$ cat config.mk
export PLATFORM = sky130hd
export DESIGN_NAME = seven_seg_scanner
export DESIGN_NICKNAME = d
export VERILOG_FILES = /design/src/rtl/seven_seg_scanner.sv
export SDC_FILE = /design/constraint.sdc
export NUM_CORES = 1
export LEC_CHECK = 0
export ABC_CLOCK_PERIOD_IN_PS = 5800
export BUFFER_PORTS_ARGS = -buffer_cell sky130_fd_sc_hd__buf_4
export CAP_MARGIN = 20
export CORE_MARGIN = 4
export CORE_UTILIZATION = 50
export CTS_CLUSTER_DIAMETER = 80
export DETAILED_ROUTE_END_ITERATION = 16
export PLACE_DENSITY = 0.8
export REMOVE_ABC_BUFFERS = 1
export SYNTH_ARGS = -nofsm -noshare
export SYNTH_HDL_FRONTEND = slang
export SYNTH_SLANG_ARGS = --single-unit
$ cat constraint.sdc
create_clock -name clk -period 5.8 [get_ports clk]
set_clock_uncertainty 0.05 [all_clocks]
set_input_delay 0.87 -clock clk [delete_from_list [all_inputs] [get_ports clk]]
set_output_delay 0.87 -clock clk [all_outputs]
set_load 0.03 [all_outputs]
$ cat src/rtl/seven_seg_scanner.sv
// Multiplexed 4-digit seven-segment scanner, stepped by rising edges of a divided scan clock.
// Optional leading-zero blanking when SEG_LZB_EN is defined.
module seven_seg_scanner (
    input  logic        clk,
    input  logic        rst,
    input  logic        scan_clk,
    input  logic [15:0] value,
    input  logic [3:0]  dp_in,
    output logic [3:0]  an,
    output logic [6:0]  seg,
    output logic        dp,
    output logic        frame_start
);

    logic        s1;
    logic        s2;
    logic        s3;
    logic        step;
    logic [1:0]  digit;
    logic [1:0]  nxt;
    logic        wrap;
    logic [15:0] shadow_val;
    logic [3:0]  shadow_dp;
    logic [3:0]  nib;
    logic        dp_bit;
    logic [6:0]  seg_next;
    logic [3:0]  an_next;

    function automatic logic [6:0] hex_to_seg(input logic [3:0] h);
        logic [6:0] s;
        case (h)
            4'h0: s = 7'h40;
            4'h1: s = 7'h79;
            4'h2: s = 7'h24;
            4'h3: s = 7'h30;
            4'h4: s = 7'h19;
            4'h5: s = 7'h12;
            4'h6: s = 7'h02;
            4'h7: s = 7'h78;
            4'h8: s = 7'h00;
            4'h9: s = 7'h10;
            4'hA: s = 7'h08;
            4'hB: s = 7'h03;
            4'hC: s = 7'h46;
            4'hD: s = 7'h21;
            4'hE: s = 7'h06;
            default: s = 7'h0E;
        endcase
        return s;
    endfunction

    assign step = s2 & ~s3;

    // On the wrapping step digit 0 is decoded straight from the incoming value,
    // so the new frame shows without a one-frame lag.
    always_comb begin
        nxt      = digit + 2'd1;
        wrap     = (digit == 2'd3);
        nib      = wrap ? value[3:0] : shadow_val[{nxt, 2'b00} +: 4];
        dp_bit   = wrap ? dp_in[0] : shadow_dp[nxt];
        seg_next = hex_to_seg(nib);
        an_next  = 4'hF;
        an_next[nxt] = 1'b0;
`ifdef SEG_LZB_EN
        case (nxt)
            2'd1:    if (shadow_val[15:4] == 12'h000) seg_next = 7'h7F;
            2'd2:    if (shadow_val[15:8] == 8'h00) seg_next = 7'h7F;
            2'd3:    if (shadow_val[15:12] == 4'h0) seg_next = 7'h7F;
            default: ;
        endcase
`endif
    end

    always_ff @(posedge clk) begin
        if (rst) begin
            s1          <= 1'b0;
            s2          <= 1'b0;
            s3          <= 1'b0;
            digit       <= 2'd3;
            an          <= 4'hF;
            seg         <= 7'h7F;
            dp          <= 1'b1;
            frame_start <= 1'b0;
            shadow_val  <= 16'h0000;
            shadow_dp   <= 4'h0;
        end else begin
            s1          <= scan_clk;
            s2          <= s1;
            s3          <= s2;
            frame_start <= 1'b0;
            if (step) begin
                digit <= nxt;
                an    <= an_next;
                seg   <= seg_next;
                dp    <= ~dp_bit;
                if (wrap) begin
                    shadow_val  <= value;
                    shadow_dp   <= dp_in;
                    frame_start <= 1'b1;
                end
            end
        end
    end

endmodule

-- After elaboration in Yosys (flattened, before gate mapping)
Memory sizes are Yosys's and may differ from the RTL's. A register that Yosys moved wholly into a read port is not among the register bits.
Cells that the tools add are included.
- flip-flop bits (word level): 31
- latch bits: 0
- memory bits (writable): 0
- bits in read-only memories: 112
- memories kept: 1
- add/subtract/negate cells: 1
- multiply operators: 0
- divide/modulo/power cells: 0
- magnitude comparators: 2
- eq/ne operators: 1
- shifts and indexed selects: 1
- mux-type cells: 7
- bitwise gates (word level): 5
- reduce and logical (&&, ||, !) cells: 3
- memory list (name ; words ; width ; read ports ; clocked after memory_dff ; wr ports ; line ; source):
    (name not given) ; 16 ; 7 ; 1 ; 1 ; 0 ; 31 ; case (h)
- operators by type and width (operator ; count):
    $shiftx A16 B5 Y4 ; 1
    $mux W1 ; 4
    $mux W4 ; 1
    $not A4 Y4 ; 1
    $lt A2 B3 Y1 const B ; 1
    $not A1 Y1 ; 3
    $add A2 B1 Y2 const B ; 1
    $bmux W1 S2 ; 1
    $demux W1 S2 ; 1
    $eq A2 B2 Y1 const B ; 1
    $ge A2 B1 Y1 const B ; 1
    $reduce_and A2 Y1 ; 1
    $reduce_or A2 Y1 ; 1
    $and A1 B1 Y1 ; 1
    $logic_and A1 B1 Y1 ; 1

-- Longest topological paths before layout
Gate-level depths: netlist of the first run.
- depth after elaboration: 6
- depth in mapped cells: 12

-- Least setup slack after synthesis of the first run
OpenSTA, ideal clock, no wires.
- path type: register -> register
- start: reg digit[0]
- end: reg seg[0]
- library setup time: 0.124 ns
- data arrival time: 2.739 ns
- required time: 5.626 ns
- slack: 2.886 ns
- cell stages (with the launch flop): 11
- path buffers: 2
- period minus slack after synthesis: 2.914 ns
- path through: dfxtp_1 -> buf_6 -> inv_1 -> ha_1 -> buf_2 -> mux4_2 -> mux2i_1 -> inv_1 -> ha_1 -> o32a_2 -> a2bb2oi_1
- word-level cells in the longest chain between the ends: 3
- elaborated cells between the ends (all ways): 4
- those cells by class: add/sub: 1; eq/ne: 1; shift: 1; mux: 1
- RTL lines (element ; line ; source):
    start, declared ; 19 ; logic [1:0] digit;
    start signal, assigned ; 92 ; digit <= nxt;
    $add A2 B1 Y2 ; 57 ; nxt = digit + 2'd1;
    named net nxt[0] ; 20 ; logic [1:0] nxt;
    $shiftx A16 B5 Y4 ; 59 ; nib = wrap ? value[3:0] : shadow_val[{nxt, 2'b00} +: 4];
    $mux W4 ; 59 ;
    end, declared ; 10 ; output logic [6:0] seg,
The timed path passes the listed nets, and every way through them passes these cells.
A chain may end at the register's enable or synchronous reset.

-- Final worst setup path of the first run
- start: reg digit[0]
- end: reg seg[5]
Same word-level chain as after synthesis.

==> impl_results.md, run 1 <==
- Worst skew pair latency: 0.29 ns
- Setup crit end kind: flop
- Tmin final: 3.44 ns
- Clk pwr share: 30.5%
- Largest net degree at the start of global routing: 41
- Max-slew violations: 0
- Critical Path Max Stage Delay: 0.65 ns
- # DRC: 0
- Post-Route WL: 3810 µm
- Post-DP Area: 2140 µm²
- RSZ-0062 raised after global routing: false
- Synth Register Bits: 38
- Cell internal pwr: 400 µW
- PD cells: 250 nW/µm²
- Layout cell share with drive strength beyond 1: 21.4%
- EDFF count, synth: 0
- Final WS setup: 2.36 ns
- Die width: 69.4 µm
- Crit-path cells: inv_1, ha_1, mux4_2, mux2i_1, inv_1, ha_1, nand3_1, o21ai_0, a311o_1
- Crit path max-delay family: multiplexers
- Vias: 1572
- Status: complete, no violations
- CTS tree: yes
- Final hold violations: 0
- Post-synthesis cell count: 215
- DIE AREA: 4810 µm²
- Drt first pass iters: 4
- Worst Path Required: 5.93 ns
- Root Driver: clkbuf_8
- VDD IR-drop max: 0.148 mV
- Hold Buf Count CTS: 0
- Clock slew at reported path FFs: 0.07 ns
- Number of global-route vias before repair: 1456
- Max-slew headroom: 54.6%
- Hold_sp: s1
- ANT cells: 0
- Antenna violations before repair: 0
- CP Max Fanout: 12
- Fmax: 290 MHz
- Ys Warns: 0
- Arrival @ worst endpoint: 3.57 ns
- Kind of critical path: reg2reg
- Rows: 22
- Post-place setup slack: 2.39 ns
- Resized Gates After CTS: 0
- Postcts setup bufs: 0
- Num Clock Sinks: 38
- Worst R2R Start: digit[0]
- Hold slack: 0.404 ns
- Area leader, netlist: dfxtp_1
- Crit start category: flop
- Synth cell types: 40
- Total grt overflow: 0
- Seq/Total Area, Yosys: 40.4%
- CTS max path bufs: 2
- Buf/Inv on CP: 2
- Routed Antenna Nets: 0
- Core area: 3660 µm²
- Initial Utilization: 51.4%
- IO buf count: 35
- Sequential power share: 50.4%
- Worst-Margin Slew: 0.681 ns
- Fraction of registers with async set/reset: 0%
- Crit path max-delay cell type: dfxtp_1
- Hpwl dp: 2670 µm
- Switching Fraction: 27.9%
- Num ports: 36
- Post-route setup TNS: 0 ns
- Max Cap Viol: 0
- Via/cell ratio: 5.40
- Cells on Worst Hold Path: 1
- GR Util All Layers: 16.8%
- Min-Delay Endpoint: s2
- Final net count: 277
- Drt initial violations: 102
- Synthesis-to-finish area growth: 17.9%
- CTS Buf Count: 5
- Avg Cell Area, Syn: 8.76 µm²
- Final period util: 59.4%
- Sw Pwr: 155 µW
- GPL Wtd Cong: 0.938
- Die H: 69.4 µm
- Leakage power total: 0.000905 µW
- Hold WC Path Type: reg2reg
- WL/cell: 13.1 µm
- Setup slack, reg-to-reg: 2.36 ns
- Final Setup Violations: 0
- Final Power: 555 µW
- Post-route cell area: 2220 µm²
- Combinational share of power: 19.1%
- First-pass GRT wire length: 6630 µm
- Synthesized area: 1880 µm²
- Synth Flop Type: dfxtp_1
- Share of the synthesized area in the top cell type: 40.4%
- Ranking of synthesized cells by area: dfxtp_1 (40%), nand2_1 (10%), ha_1 (7.3%), mux4_2 (6.0%), a21oi_1 (5.8%)
- H-tree levels: 2
- R2R Path End: seg[5]
- R2R cell count: 9
-- logic make-up after synthesis --
group / synth area share [%]
AO/OA/AOI/OAI: 19.7
multiplexers: 8.70
flip-flops: 40.4
buffers and inverters: 4.85
adder cells (fa/ha/maj): 7.31
AND/OR/NAND/NOR: 19.1
-- cell usage after synthesis (2+ instances only) --
library cell / n
nand3_1: 3
a31oi_1: 2
a211o_1: 7
mux4_2: 5
and2_1: 2
inv_1: 5
buf_6: 2
o21ai_0: 5
a21o_1: 2
mux2i_1: 4
nor2b_1: 6
dfxtp_1: 38
nand2_1: 51
a21oi_1: 22
ha_1: 11
nor3_1: 2
clkbuf_1: 12
o21ai_1: 2
nor2_1: 9
nand2b_1: 3
o21a_1: 2
a2bb2oi_1: 2
-- flip-flops by register name (all words and copies together), names as in the netlist --
register and flops:
digit 2, s1 1, shadow_dp 4, seg 7
s2 1, frame_start 1, shadow_val 16, dp 1
an 4, s3 1
-- metrics by stage --
step | util [%] | instances
global placement | 58.5 | 284
global route | 60.7 | 291
CTS | 60.7 | 291
floorplan | - | 200
finish | 60.7 | 291
detailed placement | 58.5 | 284
-- layout by cell type, fill, tap and decap left out, types with 2 or more instances in the layout --
master,synthesis,routed
nand2_1,51,51
dfxtp_1,38,38
buf_4,0,36
a21oi_1,22,22
ha_1,11,11
nor2_1,9,9
a211o_1,7,7
nor2b_1,6,6
inv_1,5,5
mux4_2,5,5
o21ai_0,5,5
clkbuf_8,0,5
mux2i_1,4,4
nand2b_1,3,3
nand3_1,3,3
and2_1,2,2
o21a_1,2,2
a31oi_1,2,2
a2bb2oi_1,2,2
a21o_1,2,2
o21ai_1,2,2
nor3_1,2,2
-- layer usage --
layer / up-vias / track usage [%] / routed length [µm] / part of all wire, %
li1: 801 / - / - / -
met1: 718 / 21.0 / 1770 / 47
met2: 45 / 27.1 / 1740 / 46
met3: 8 / 5.36 / 232 / 6.1
met4: 0 / 5.86 / 57 / 1.5
met5: - / 0 / 0 / 0
-- final cells by class --
| cell class | count | area [µm²] |
|---|---|---|
| clock buffer | 6 | 72.6 |
| timing repair buffer | 36 | 270 |
| fill | 350 | 1440 |
| inverter | 5 | 18.8 |
| multi-input combinational | 157 | 1030 |
| sequential | 38 | 761 |
| clock inverter | 1 | 7.51 |
| tap | 48 | 60.1 |
-- worst max-delay path by stage --
stage             start  endpoint  slack, ns  cells after the start
2_1_floorplan  digit[0]    seg[0]       2.74                      8
3_3_place_gp   digit[0]    seg[5]       2.54                      9
3_5_place_dp   digit[0]    seg[0]       2.39                      8
4_1_cts        digit[0]    seg[0]       2.35                      8
5_1_grt        digit[0]    seg[5]       2.06                      9
6_report       digit[0]    seg[5]       2.36                      9
-- power groups by stage --
stage	sequential, µW	clock (µW)	combinational, µW
after floorplan	294	0	57.7
after CTS	280	176	106
after detailed placement	286	0	105
after global placement	285	0	104
after global routing	281	184	117
final	279	169	106
Note: power is estimated with default switching activity, not from simulation.
==> run 2: changes to the inputs <==
--- a/config.mk
+++ b/config.mk
@@ -5,7 +5,7 @@
 export SDC_FILE = /design/constraint.sdc
 export NUM_CORES = 1
 export LEC_CHECK = 0
-export ABC_CLOCK_PERIOD_IN_PS = 5800
+export ABC_CLOCK_PERIOD_IN_PS = 3450
 export BUFFER_PORTS_ARGS = -buffer_cell sky130_fd_sc_hd__buf_4
 export CAP_MARGIN = 20
 export CORE_MARGIN = 4
==> constraint.sdc (replaced) <==
create_clock -name clk -period 3.45 [get_ports clk]
set_clock_uncertainty 0.05 [all_clocks]
set_input_delay 0.5175 -clock clk [delete_from_list [all_inputs] [get_ports clk]]
set_output_delay 0.5175 -clock clk [all_outputs]
set_load 0.03 [all_outputs]
==> impl_results.md, run 2 (synthesis results as in run 1) <==
- Tmin final: 3.14 ns
- Initial Utilization: 51.4%
- ANT cells: 0
- H-tree levels: 2
- Clock slew at reported path FFs: 0.07 ns
- Vias: 1583
- Drt initial violations: 91
- Num Clock Sinks: 38
- Root Driver: clkbuf_8
- IO buf count: 35
- Drt first pass iters: 4
- Postcts setup bufs: 0
- Met1 usage: 20.5%
- # DRC: 0
- Largest registers: shadow_val (16), seg (7)
- Cell internal pwr: 670 µW
- Post-Route WL: 3780 µm
- Commonest non-fill, non-tap cell in the layout: nand2_1
- Crit path max-delay cell type: mux4_2
- GPL Wtd Cong: 0.871
- Total grt overflow: 0
- Die H: 69.4 µm
- Most frequent cells in the layout: nand2_1 (51), dfxtp_1 (38), buf_4 (37)
- Antenna violations before repair: 0
- Clk pwr share: 30.1%
- Max reg flops: 16
- Synthesis-to-finish area growth: 18.3%
- Setup slack, reg-to-reg: 0.31 ns
- Switching Fraction: 27.9%
- WL/cell: 12.9 µm
- Via/cell ratio: 5.42
- Status: complete, no violations
- Routed Antenna Nets: 0
- Crit start category: flop
- Gr busiest metal: met2
- Hold_sp: s1
- First-pass GRT wire length: 6420 µm
- Setup crit end kind: flop
- Combinational share of power: 19.7%
- Crit-path cells: inv_1, ha_1, mux4_2, mux2i_1, inv_1, ha_1, nand3_1, o21ai_0, a311o_1
- Fillers: 360
- DIE AREA: 4810 µm²
- Final hold violations: 0
- GR Util All Layers: 16.1%
- Number of global-route vias before repair: 1456
- Largest reg by FF count: shadow_val
- Worst-Margin Slew: 0.683 ns
- Hold Buf Count CTS: 0
- CP Max Fanout: 8
- Critical Path Max Stage Delay: 0.56 ns
- Post-route setup TNS: 0 ns
- Crit path launch: digit[1]
- Final Setup Violations: 0
- Leakage power total: 0.000916 µW
- Layout cell share with drive strength beyond 1: 22.1%
- RSZ-0062 raised after global routing: false
- Hold WC Path Type: reg2reg
- Fmax: 318 MHz
- Worst R2R Start: digit[1]
- VDD IR-drop max: 0.312 mV
- CTS Buf Count: 5
- Resized Gates After CTS: 0
- CTS tree: yes
- Met3 GRT Util: 4.35%
- Max-slew violations: 0
- Worst skew pair latency: 0.28 ns
- Num ports: 36
- Sequential power share: 50.3%
- Max Cap Viol: 0
- Arrival @ worst endpoint: 3.26 ns
- Rows: 22
- Die width: 69.4 µm
- Worst Path Required: 3.57 ns
- Kind of critical path: reg2reg
- Hpwl dp: 2630 µm
- Max-slew headroom: 54.5%
- Final period util: 91.1%
- Sw Pwr: 260 µW
- Final net count: 278
- Core area: 3660 µm²
- Hold slack: 0.389 ns
- PD cells: 418 nW/µm²
- CTS max path bufs: 2
- Largest net degree at the start of global routing: 41
- Grt met2 use: 25.7%
## run 2: cell types whose count changed in the layout (fill, tap and decap cells not counted), sizes merged
cell / before / now
buf: 36 / 37
clkbuf: 6 / 5
clkinvlp: 1 / 0
clkinv: 0 / 2
## run 2: worst max-delay path: cells and delay by family, from the launching register on
family,cells,cell delay (ns)
AO/OA/AOI/OAI,2,0.46
adder cells (fa/ha/maj),2,0.77
buffers and inverters,2,0.23
flip-flops,1,0.38
multiplexers,2,1.03
AND/OR/NAND/NOR,1,0.10
## run 2: per-layer routing
| metal | wire length [µm] | vias up |
|---|---|---|
| met2 | 1780 | 42 |
| met4 | 54 | 0 |
| met1 | 1700 | 735 |
| met3 | 249 | 7 |
| li1 | - | 799 |
| met5 | 0 | - |
## run 2: area by class of cell
cell class	count	area [µm²]	area share [%]
flip-flops and latches	38	761	34.2
clock inverters	2	10.0	0.449
clock buffers	5	68.8	3.09
inverters	5	18.8	0.843
repair buffers	37	278	12.5
multi-input cells	157	1030	46.3
well taps	48	60.1	2.70
## run 2: power by group through the flow
stage          clock network [µW]  registers (µW)  logic, µW
5_1_grt                       309             470        201
4_1_cts                       290             467        183
3_5_place_dp                    0             477        180
2_1_floorplan                   0             494       97.0
3_3_place_gp                    0             477        178
6_report                      280             467        183
## run 2: path summary, 6_finish.rpt
kind / to / depth (start not counted)
setup / recovery: seg[5] / 9
hold / removal: s2 / 1
setup reg to reg: seg[5] / 9
hold reg to reg: s2 / 1
## run 2: through the flow
step	instance area (µm²)	total power, µW	instances	worst slack (ns)	utilization [%]
2_1_floorplan	1810	591	200	0.385	-
3_3_place_gp	2150	655	285	0.530	58.7
3_5_place_dp	2150	658	285	0.402	58.7
4_1_cts	2230	940	292	0.373	60.8
5_1_grt	2230	979	292	0.218	60.8
6_report	2230	930	292	0.307	60.8
